--- config.mk ---
export PLATFORM = sky130hd
export DESIGN_NAME = hazard_unit
export DESIGN_NICKNAME = d
export VERILOG_FILES = /design/src/rtl/hazard_unit.sv
export SDC_FILE = /design/constraint.sdc
export NUM_CORES = 1
export LEC_CHECK = 0
export ABC_AREA = 1
export ABC_CLOCK_PERIOD_IN_PS = 3000
export BUFFER_PORTS_ARGS = -buffer_cell sky130_fd_sc_hd__buf_4
export CAP_MARGIN = 20
export CORE_UTILIZATION = 50
export CTS_CLUSTER_SIZE = 12
export DETAILED_ROUTE_END_ITERATION = 10
export GPL_TIMING_DRIVEN = 0
export PLACE_DENSITY_LB_ADDON = 0.05
export REMOVE_ABC_BUFFERS = 1
export SYNTH_ARGS = -nofsm -noshare
export SYNTH_HDL_FRONTEND = slang
export SYNTH_SLANG_ARGS = --single-unit
export TNS_END_PERCENT = 5
--- constraint.sdc ---
create_clock -name clk -period 3 [get_ports clk]
set_input_delay 0.3 -clock clk [delete_from_list [all_inputs] [get_ports clk]]
set_output_delay 0.3 -clock clk [all_outputs]
set_load 0.03 [all_outputs]
--- src/rtl/hazard_unit.sv ---
// hazard_unit: scoreboard-style hazard detection for an in-order pipeline.
// Each architectural register r1..r31 has a 3-bit countdown that holds the
// number of cycles until the result of its in-flight writer can be forwarded.
// A nonzero countdown on a source (RAW) or destination (WAW) of the ID
// instruction stalls the front end. A taken branch in EX squashes IF/ID and
// ID/EX, and it takes priority over any stall.
module hazard_unit (
   input  logic        clk,
   input  logic        rst,
   input  logic        id_valid,
   input  logic [4:0]  ra_addr_id,
   input  logic [4:0]  rb_addr_id,
   input  logic [4:0]  rd_addr_id,
   input  logic [2:0]  id_lat,
   input  logic        branch_taken_ex,
   output logic        stall_if,
   output logic        stall_id,
   output logic        bubble_ex,
   output logic        flush_if_id,
   output logic        flush_id_ex,
   output logic [31:0] busy_mask
);

   // Returns the count reduced by one, holding at zero.
   function automatic logic [2:0] sat_dec(input logic [2:0] cnt);
      if (cnt != 3'd0) begin
         sat_dec = cnt - 3'd1;
      end else begin
         sat_dec = 3'd0;
      end
   endfunction

   logic [31:0][2:0] cnt_q;
   logic [31:0][2:0] cnt_d;
   logic [31:0]      busy_s;
   logic             raw_s;
   logic             waw_s;
   logic             stall_s;
   logic             issue_s;
   logic             load_s;

   // Pending-register view: r0 is never tracked, so its bit is tied low.
   always_comb begin
      busy_s = 32'd0;
      for (int n = 1; n < 32; n++) begin
         busy_s[n] = (cnt_q[n] != 3'd0);
      end
   end

   // RAW and WAW detection against the pending-register view.
   always_comb begin
      raw_s = 1'b0;
      waw_s = 1'b0;
      if (id_valid) begin
         raw_s = ((ra_addr_id != 5'd0) && busy_s[ra_addr_id]) ||
                 ((rb_addr_id != 5'd0) && busy_s[rb_addr_id]);
         waw_s = (rd_addr_id != 5'd0) && busy_s[rd_addr_id];
      end else begin
         raw_s = 1'b0;
         waw_s = 1'b0;
      end
   end

   // A taken branch overrides the stall. Only an unstalled, unsquashed
   // instruction with a real destination and a nonzero latency loads a counter.
   always_comb begin
      stall_s = (raw_s | waw_s) & ~branch_taken_ex;
      issue_s = id_valid & ~stall_s & ~branch_taken_ex;
      load_s  = issue_s & (rd_addr_id != 5'd0) & (id_lat != 3'd0);
   end

   // Output drive. Reset forces every output low, including the flushes.
   always_comb begin
      if (rst) begin
         stall_if    = 1'b0;
         stall_id    = 1'b0;
         bubble_ex   = 1'b0;
         flush_if_id = 1'b0;
         flush_id_ex = 1'b0;
         busy_mask   = 32'd0;
      end else begin
         stall_if    = stall_s;
         stall_id    = stall_s;
         bubble_ex   = stall_s;
         flush_if_id = branch_taken_ex;
         flush_id_ex = branch_taken_ex;
         busy_mask   = busy_s;
      end
   end

   // Counter next state. A counter that loads on an edge does not also
   // decrement on that edge. All other counters count down independently.
   // WAW stalls guarantee that a load never targets a nonzero counter.
   always_comb begin
      cnt_d = cnt_q;
      for (int n = 1; n < 32; n++) begin
         if (load_s && (rd_addr_id == 5'(n))) begin
            cnt_d[n] = id_lat;
         end else begin
            cnt_d[n] = sat_dec(cnt_q[n]);
         end
      end
      cnt_d[0] = 3'd0;
   end

   // Countdown state with synchronous reset that discards all pending work.
   always_ff @(posedge clk) begin
      if (rst) begin
         cnt_q <= {32{3'd0}};
      end else begin
         cnt_q <= cnt_d;
      end
   end

endmodule

# After elaboration in Yosys (flattened, before gate mapping)
# Cells that the tools add are included.
[op_classes]
addsub = 31
multipliers = 0
div_mod_pow = 0
magnitude_cmp = 3
n_eq_ne = 31
shift = 0
mux = 73
bitwise = 8
n_reduce_logical = 70
[ops]
columns = ["operator", "count"]
rows = [
  ["two-way mux 3 bit", 62],
  ["nonzero test 3 bit", 32],
  ["subtractor 3 x 1 -> 3 bit (second input constant)", 31],
  ["== test 5 bit (second input constant)", 16],
  ["== test 5 x 4 -> 1 bit (second input constant)", 8],
  ["logical AND 1 bit", 34],
  ["two-way mux 32 bit", 1],
  ["== test 5 x 3 -> 1 bit (second input constant)", 4],
  ["< comparator 5 x 6 -> 1 bit (second input constant)", 3],
  ["binary-select mux 1 bit (select 5 bit)", 3],
  ["nonzero test 5 bit", 3],
  ["== test 5 x 2 -> 1 bit (second input constant)", 2],
  ["two-way mux 1 bit", 7],
  ["bitwise AND 1 bit", 5],
  ["== test 5 x 1 -> 1 bit (second input constant)", 1],
  ["NOT 1 bit", 2],
  ["logical OR 1 bit", 1],
  ["OR 1 bit", 1],
]
[totals]
reg_bits = 93
latch_bits = 0
ramBits = 0
romBits = 0
inputBits = 22
output_inout_bits = 37
elab_cells = 247
mem_count = 0

# Depth between registers and ports, before layout
# Gate-level depths: netlist (run 1).
[depth]
depth_word = 15
depth_mapped = 18
depth_no_buf = 17

# Worst setup path after synthesis (run 1)
# OpenSTA, ideal clock, no wires.
[synth_timing]
path_kind = "input -> output"
from = "input rb_addr_id[0]"
to = "output stall_id"
t_arrival_ns = 2.483
required_time_ns = 2.700
slack_ns = 0.217
stages = 15
path_buffers = 3
cell_sequence = "buf_2 -> nor2_2 -> inv_1 -> nand3_1 -> nor2_1 -> nand2_1 -> nand2_1 -> nand2_1 -> inv_1 -> nand2_1 -> nand3_1 -> nor2_8 -> buf_12 -> nor3_1 -> buf_4"
[synth_via]
elab_chain_cells = 8
[synth_lines]
columns = ["item", "line", "source"]
rows = [
  ["start: declaration", "12", "input logic [4:0] rb_addr_id,"],
  ["binary-select mux 1 bit (select 5 bit)", "56", "((rb_addr_id != 5'd0) && busy_s[rb_addr_id]);"],
  ["two-way mux 1 bit (implied by the code)", "56", ""],
  ["logical AND 1 bit *", "56", ""],
  ["logical OR 1 bit *", "55", "raw_s = ((ra_addr_id != 5'd0) && busy_s[ra_addr_id]) ||"],
  ["two-way mux 1 bit *", "54", "if (id_valid) begin"],
  ["OR 1 bit *", "67", "stall_s = (raw_s | waw_s) & ~branch_taken_ex;"],
  ["bitwise AND 1 bit *", "67", ""],
  ["two-way mux 1 bit *", "--", ""],
  ["end: declaration", "17", "output logic stall_id,"],
]
# Every way passes the cells marked *; elsewhere a longest branch is shown, timed or not. The select of a mux whose other input is x is not followed.

# Worst setup path after layout (run 1)
[layout_timing]
from = "register cnt_q[51] in the netlist's numbering"
to = "output stall_id"
[layout_via]
elab_chain_cells = 9
[layout_lines]
columns = ["item", "line", "source"]
rows = [
  ["start: declaration", "33", "logic [31:0][2:0] cnt_q;"],
  ["start signal: assignment", "109", "cnt_q <= {32{3'd0}};"],
  ["start signal: assignment", "111", "cnt_q <= cnt_d;"],
  ["nonzero test 3 bit *", "46", "busy_s[n] = (cnt_q[n] != 3'd0);"],
  ["binary-select mux 1 bit (select 5 bit), on equally long branches", "55, 56", ""],
  ["two-way mux 1 bit, on equally long branches", "55, 56", ""],
  ["logical AND 1 bit, on equally long branches", "55, 56", ""],
  ["logical OR 1 bit", "55", ""],
  ["two-way mux 1 bit", "54", ""],
  ["OR 1 bit *", "67", ""],
  ["bitwise AND 1 bit *", "67", ""],
  ["two-way mux 1 bit *", "74", "if (rst) begin"],
]
# Marks and branches as above.

==> impl_metrics.yaml, run 1 <==
placed_design:
  dp_hpwl_um: 12500
  place_inst: 1268
  gp_congestion: 0.970
  io_buffers: 57
layout:
  regMostFlops: "cnt_q"
  synthToLayoutAreaGrowth_pct: 12.9
  reg_top3: "cnt_q (93)"
  finalNetCount: 1134
  multi_input_area_mm2: 0.00408
  fillCellCount: 1266
  final_common_cell: "nand2_1"
  final_util: 0.579
  diodes: 0
  fin_cells: 1289
  final_cell_mix: "nand2_1, nor2_1, dfxtp_1"
  drive_gt1_frac: 0.135
  seqCellArea_mm2: 0.00186
  largest_reg_flops: 93
sta:
  slew_viol_final: 0
  fin_hold_ws_ps: 429
  worst_pin_slew_ps: 795
  setup_violations: 0
  fin_skew_ps: 6.54
  timing.fmax_ghz: 0.378
  fin_crit_sh: 0.883
  hold_violations: 0
  rsz0062_at_grt: "false"
  relSlewSlack: 0.469
  min_period_ps: 2650
yosys:
  ys_seq_area_frac: 0.286
  synth_top_cell_by_area: "dfxtp_1"
  yosys.area_share.simple: 0.546
  synth_top_area_share: 0.286
  synth_fa_ha_area_frac: 0
  synth_top_family_by_area: "simple AND/OR/NAND/NOR gates"
  synth_compound_area_frac: 0.0760
  async_reset_ff_frac: 0
  synth_area_mm2: 0.00650
  ys_ff_latch: 93
  synthXorXnorAreaFrac: 0
  syn_inst: 1074
  synth.area.mux_share: 0
  ys_warn_count: 0
  ys_types: 28
  synthFlopType: "dfxtp_1"
  synth_area_per_cell_um2: 6.06
  synth-edff-count: 0
  yosys-top-cells-area: "dfxtp_1, nand2_1, nor2_1"
power_and_ir_drop:
  internal-power_mw: 2.01
  power_switching_mw: 0.816
  power.static_leakage_nw: 3.92
  sw_frac_of_total: 0.288
  powerDensity_mw_per_mm2: 385
  p_comb_frac: 0.147
  clock_power_share: 0.414
  p_seq_frac: 0.438
  p_total_mw: 2.83
  ir_worst_vdd_mv: 0.329
detailed_routing:
  drc: 0
  first_pass_iters: 5
  viasPerCell: 5.07
  final_antenna_net_count: 0
  wirelength_um: 18400
  drt-wirelength-per-cell_um: 14.3
  num_vias: 6539
  drt-initial-drc-count: 570
outcome:
  status: "finished clean"
setup_path:
  crit_arrival_ps: 2350
  r2r-start: "cnt_q[51]$_SDFF_PP0_"
  startpoint_type: "flop"
  cpMostUsedCell: "nor2_1"
  cp_cell_sequence: "nor3_1 > nand2_1 > nand2_1 > nor2_1 > nor2_1 > nor2_1 > nand3_1 > nand3_1 > nor2_8 > nor3_1 > buf_4"
  crit_fanout: 6
  crit_start: "cnt_q[51]$_SDFF_PP0_"
  rr_worst_depth: 14
  r2r_slack_ps: 470
  rr_endpoint: "cnt_q[12]$_SDFF_PP0_"
  crit_family: "simple AND/OR/NAND/NOR gates"
  cp-end-kind: "primary output"
  critPathKind: "flop to primary output"
  crit_path_max_incr_delay_ps: 460
  cp.required_ps: 2700
  cp_slowest_cell: "nor3_1"
  crit_buf_inv: 1
clock_tree:
  clk_pin_slew_worst_paths_ps: 70
  cts_buffer_depth: 2
  cts_tree: "yes"
  cts_root_buf: "clkbuf_16"
  clkLatencyLatePin_ps: 360
  cts_made_buffers: 9
  htreeDepth: 3
  cts_sinks: 93
floorplan:
  io_pins: 59
  rows: 41
  initial_utilization: 0.513
  die_x_um: 116
  die_y_um: 116
  die_area_mm2: 0.0135
  core-area_mm2: 0.0127
global_route:
  grt_antenna_before_repair: 0
  overflow: 0
  grt_pass1_vias: 5693
  grt_pass1_wl_um: 29500
  grt_max_degree: 58
  grt_usage: 0.290
run:
  drv_cap: 0
min_path:
  min_to: "cnt_q[47]$_SDFF_PP0_"
  min-delay-start: "id_lat[2]"
  hold_depth: 3
  hold_class: "input pin to flop"
==> worst max path at each step <==
stage	endpoint	slack, ps	depth (start not counted)
6_report	stall_id	350	11
5_1_grt	bubble_ex	30	13
3_5_place_dp	cnt_q[12]$_SDFF_PP0_	-410	16
4_1_cts	cnt_q[60]$_SDFF_PP0_	40	14
2_1_floorplan	cnt_q[12]$_SDFF_PP0_	-1830	6
3_3_place_gp	cnt_q[16]$_SDFF_PP0_	-3440	7
==> Yosys cell counts (2+ instances only) <==
master    count
nor2_2        7
inv_1        87
nor3_1       31
buf_4         8
clkbuf_1     15
nand3b_1      2
dfxtp_1      93
buf_2        13
nor2_4        2
nand2_1     315
nand4_4      29
o21ai_1       3
nand2_2       4
nor2_1      294
inv_2         6
or2_2        18
a21oi_1      47
nand4_1       5
buf_12        3
o21ai_0      39
a21boi_0      2
nand3_1      45
==> per-layer routing <==
| layer | vias to the layer above | GRT usage | share of wire |
|---|---|---|---|
| met1 | 2891 | 0.382 | 0.46 |
| met4 | 0 | 0.100 | 0.020 |
| met2 | 174 | 0.462 | 0.45 |
| li1 | 3445 | - | - |
| met5 | - | 0 | 0 |
| met3 | 29 | 0.0685 | 0.061 |
==> worst min-delay path, cell delays in order <==
cell	delay [ps]
buf_4	250
nor2_1	150
nor2_1	50
==> through the flow <==
step | instance area, um2 | worst slack, ps | TNS [ps]
after global routing | 7340 | 33.4 | 0
after detailed placement | 6990 | -413 | -18430
after global placement | 6910 | -3440 | -275990
final | 7340 | 351 | 0
after CTS | 7310 | 37.9 | 0
after floorplan | 6260 | -1830 | -138300
==> timing repair <==
item / 4_1_cts / 5_1_grt
hold buffers: 0 / 0
buffers inserted: 2 / 2
setup endpoints to repair: 9 / 48
pin swaps: 1 / 1
gates cloned: 1 / 0
resized for setup: 1 / 0
==> cell families after synthesis <==
family          count (synthesis)
simple gates                  753
other cells                     1
compound gates                 95
buf+inv                       132
flops                          93
==> area by class of cell <==
type / count / area share
Tap cell: 172 / 0.0293
Clock inverter: 5 / 0.00682
Multi-Input combinational cell: 850 / 0.555
Sequential cell: 93 / 0.254
Clock buffer: 11 / 0.0331
Inverter: 93 / 0.0479
Timing Repair Buffer: 65 / 0.0740
==> power by group through the flow <==
stage / sequential (mW) / clock, mW / combinational [mW]
2_1_floorplan: 1.27 / 0 / 0.221
3_3_place_gp: 1.27 / 0 / 0.373
3_5_place_dp: 1.27 / 0 / 0.386
4_1_cts: 1.24 / 1.19 / 0.402
5_1_grt: 1.24 / 1.24 / 0.445
6_report: 1.24 / 1.17 / 0.417
(Power assumes the default switching activity.)
==> run 2, diff against run 1 <==
--- a/config.mk
+++ b/config.mk
@@ -9,7 +9,8 @@
 export ABC_CLOCK_PERIOD_IN_PS = 3000
 export BUFFER_PORTS_ARGS = -buffer_cell sky130_fd_sc_hd__buf_4
 export CAP_MARGIN = 20
-export CORE_UTILIZATION = 50
+export CORE_MARGIN = 1.5
+export CORE_UTILIZATION = 48
 export CTS_CLUSTER_SIZE = 12
 export DETAILED_ROUTE_END_ITERATION = 10
 export GPL_TIMING_DRIVEN = 0
==> impl_metrics.yaml, run 2 (synthesis gave the netlist of run 1 again) <==
outcome:
  status: "finished clean"
setup_path:
  crit_path_max_incr_delay_ps: 840
  cp_cell_sequence: "buf_4 > inv_2 > a211oi_4 > buf_8 > buf_8 > nand4_4 > nand2_1 > nand2_1 > nor2_1"
  cp_num_cells: 9
  critPathKind: "input pin to flop"
  rr_worst_depth: 17
  crit_arrival_ps: 2950
  crit_buf_inv: 4
  crit_family: "buffers and inverters"
  r2r-start: "cnt_q[16]$_SDFF_PP0_"
  cp-end-kind: "flop"
  cp.required_ps: 3290
  r2r_slack_ps: 360
  startpoint_type: "input pin"
  crit_path_end: "cnt_q[92]$_SDFF_PP0_"
  crit_start: "rd_addr_id[4]"
  rr_endpoint: "cnt_q[39]$_SDFF_PP0_"
  crit_fanout: 18
  cp_slowest_cell: "a211oi_4"
placed_design:
  post-place-ws_ps: -375
  gp_congestion: 1.03
  io_buffers: 57
  dp_hpwl_um: 12800
global_route:
  grt_pass1_wl_um: 29500
  grt_pass1_vias: 5599
  grt_antenna_before_repair: 0
  grt_max_degree: 49
  overflow: 0
  grt_usage: 0.265
sta:
  min_period_ps: 2660
  worst_pin_slew_ps: 806
  finalWorstSetupSlack_ps: 341
  slew_viol_final: 0
  fin_crit_sh: 0.886
  setup_violations: 0
  relSlewSlack: 0.461
  timing.fmax_ghz: 0.376
  hold_violations: 0
  rsz0062_at_grt: "false"
  fin_skew_ps: 6.97
floorplan:
  die_x_um: 119
  core-area_mm2: 0.0132
  initial_utilization: 0.491
  io_pins: 59
  die_y_um: 119
  rows: 42
  die_area_mm2: 0.0143
clock_tree:
  cts_sinks: 93
  cts_resized: 0
  cts_root_buf: "clkbuf_16"
  cts_made_buffers: 9
  cts_buffer_depth: 2
  cts_tree: "yes"
  htreeDepth: 3
  clkLatencyLatePin_ps: 350
  clk_pin_slew_worst_paths_ps: 70
run:
  drv_cap: 0
detailed_routing:
  drt-wirelength-per-cell_um: 14.3
  drt-initial-drc-count: 465
  wirelength_um: 18600
  first_pass_iters: 5
  dr_wl_met3_um: 676
  m1WireLength_um: 8900
  highest_layer: "met4"
  dr_wl_met2_um: 8510
  num_vias: 6510
  drc: 0
  viasPerCell: 5.03
  final_antenna_net_count: 0
layout:
  final_cell_mix: "nand2_1, nor2_1, dfxtp_1"
  drive_gt1_frac: 0.135
  largest_reg_flops: 93
  synthToLayoutAreaGrowth_pct: 13.5
  final_common_cell: "nand2_1"
  finalNetCount: 1136
  final_util: 0.557
  fillCellCount: 1390
  reg_top3: "cnt_q (93)"
  diodes: 0
  regMostFlops: "cnt_q"
power_and_ir_drop:
  power.static_leakage_nw: 3.93
  p_total_mw: 2.93
  ir_worst_vdd_mv: 0.239
  powerDensity_mw_per_mm2: 397
min_path:
  hold_class: "input pin to flop"
run 2: cell count changes in the layout (fill, tap and decap cells not counted):
| cell | previous run | this run |
|---|---|---|
| buf_16 | 1 | 0 |
| nor3_1 | 30 | 31 |
| buf_4 | 60 | 62 |
| clkbuf_8 | 1 | 2 |
| nor3_2 | 1 | 0 |
| clkinv_2 | 4 | 0 |
| bufinv_16 | 1 | 2 |
| buf_12 | 1 | 2 |
| clkinvlp_4 | 0 | 1 |
| clkbuf_1 | 1 | 2 |
run 2: repair_timing:
item / CTS / global route
pin swaps: 1 / 1
hold buffers: 0 / 0
gates cloned: 1 / 0
endpoints found under the hold margin: 0 / 0
setup endpoints to repair: 9 / 48
buffers inserted: 3 / 3
run 2: per-layer routing:
layer,track usage,vias to the layer above
li1,-,3446
met1,0.359,2893
met2,0.435,134
met3,0.0364,37
met4,0.0908,0
met5,0,-
run 2: worst min-delay path by stage:
stage,slack (ps),start,depth (start not counted),end
after floorplan,430,id_lat[1],2,cnt_q[10]$_SDFF_PP0_
after global placement,520,cnt_q[92]$_SDFF_PP0_,4,cnt_q[92]$_SDFF_PP0_
after detailed placement,520,cnt_q[92]$_SDFF_PP0_,4,cnt_q[92]$_SDFF_PP0_
after CTS,430,id_lat[0],3,cnt_q[78]$_SDFF_PP0_
after global routing,450,id_lat[0],3,cnt_q[24]$_SDFF_PP0_
final,440,id_lat[1],3,cnt_q[37]$_SDFF_PP0_
run 2: through the flow:
stage | std cells | setup TNS [ps] | hold slack [ps] | cell area (um2)
6_report | 1295 | 0 | 440 | 7380
5_1_grt | 1295 | 0 | 448 | 7380
4_1_cts | 1292 | 0 | 428 | 7350
3_5_place_dp | 1272 | -15690 | 524 | 6990
3_3_place_gp | 1268 | -289020 | 517 | 6910
2_1_floorplan | 1035 | -138300 | 435 | 6260
run 2: layout make-up:
class | instances | area [um2] | share of cell area
flip-flops and latches | 93 | 1860 | 0.252
multi-input cells | 850 | 4070 | 0.551
repair buffers | 67 | 551 | 0.0746
well taps | 176 | 220 | 0.0298
clock inverters | 3 | 67.6 | 0.00915
inverters | 93 | 352 | 0.0476
clock buffers | 13 | 260 | 0.0353
run 2: worst min-delay path, delay by kind of cell:
kind          cells  cell delay (ps)
buf+inv           1              250
simple gates      2              200
run 2: power by group:
| part | leakage, nW | internal (mW) | total [mW] | switching, mW |
|---|---|---|---|---|
| logic | 3.03 | 0.116 | 0.423 | 0.308 |
| registers | 0.749 | 1.24 | 1.24 | 0.00295 |
| clock network | 0.156 | 0.777 | 1.27 | 0.493 |
| total | 3.93 | 2.13 | 2.93 | 0.804 |
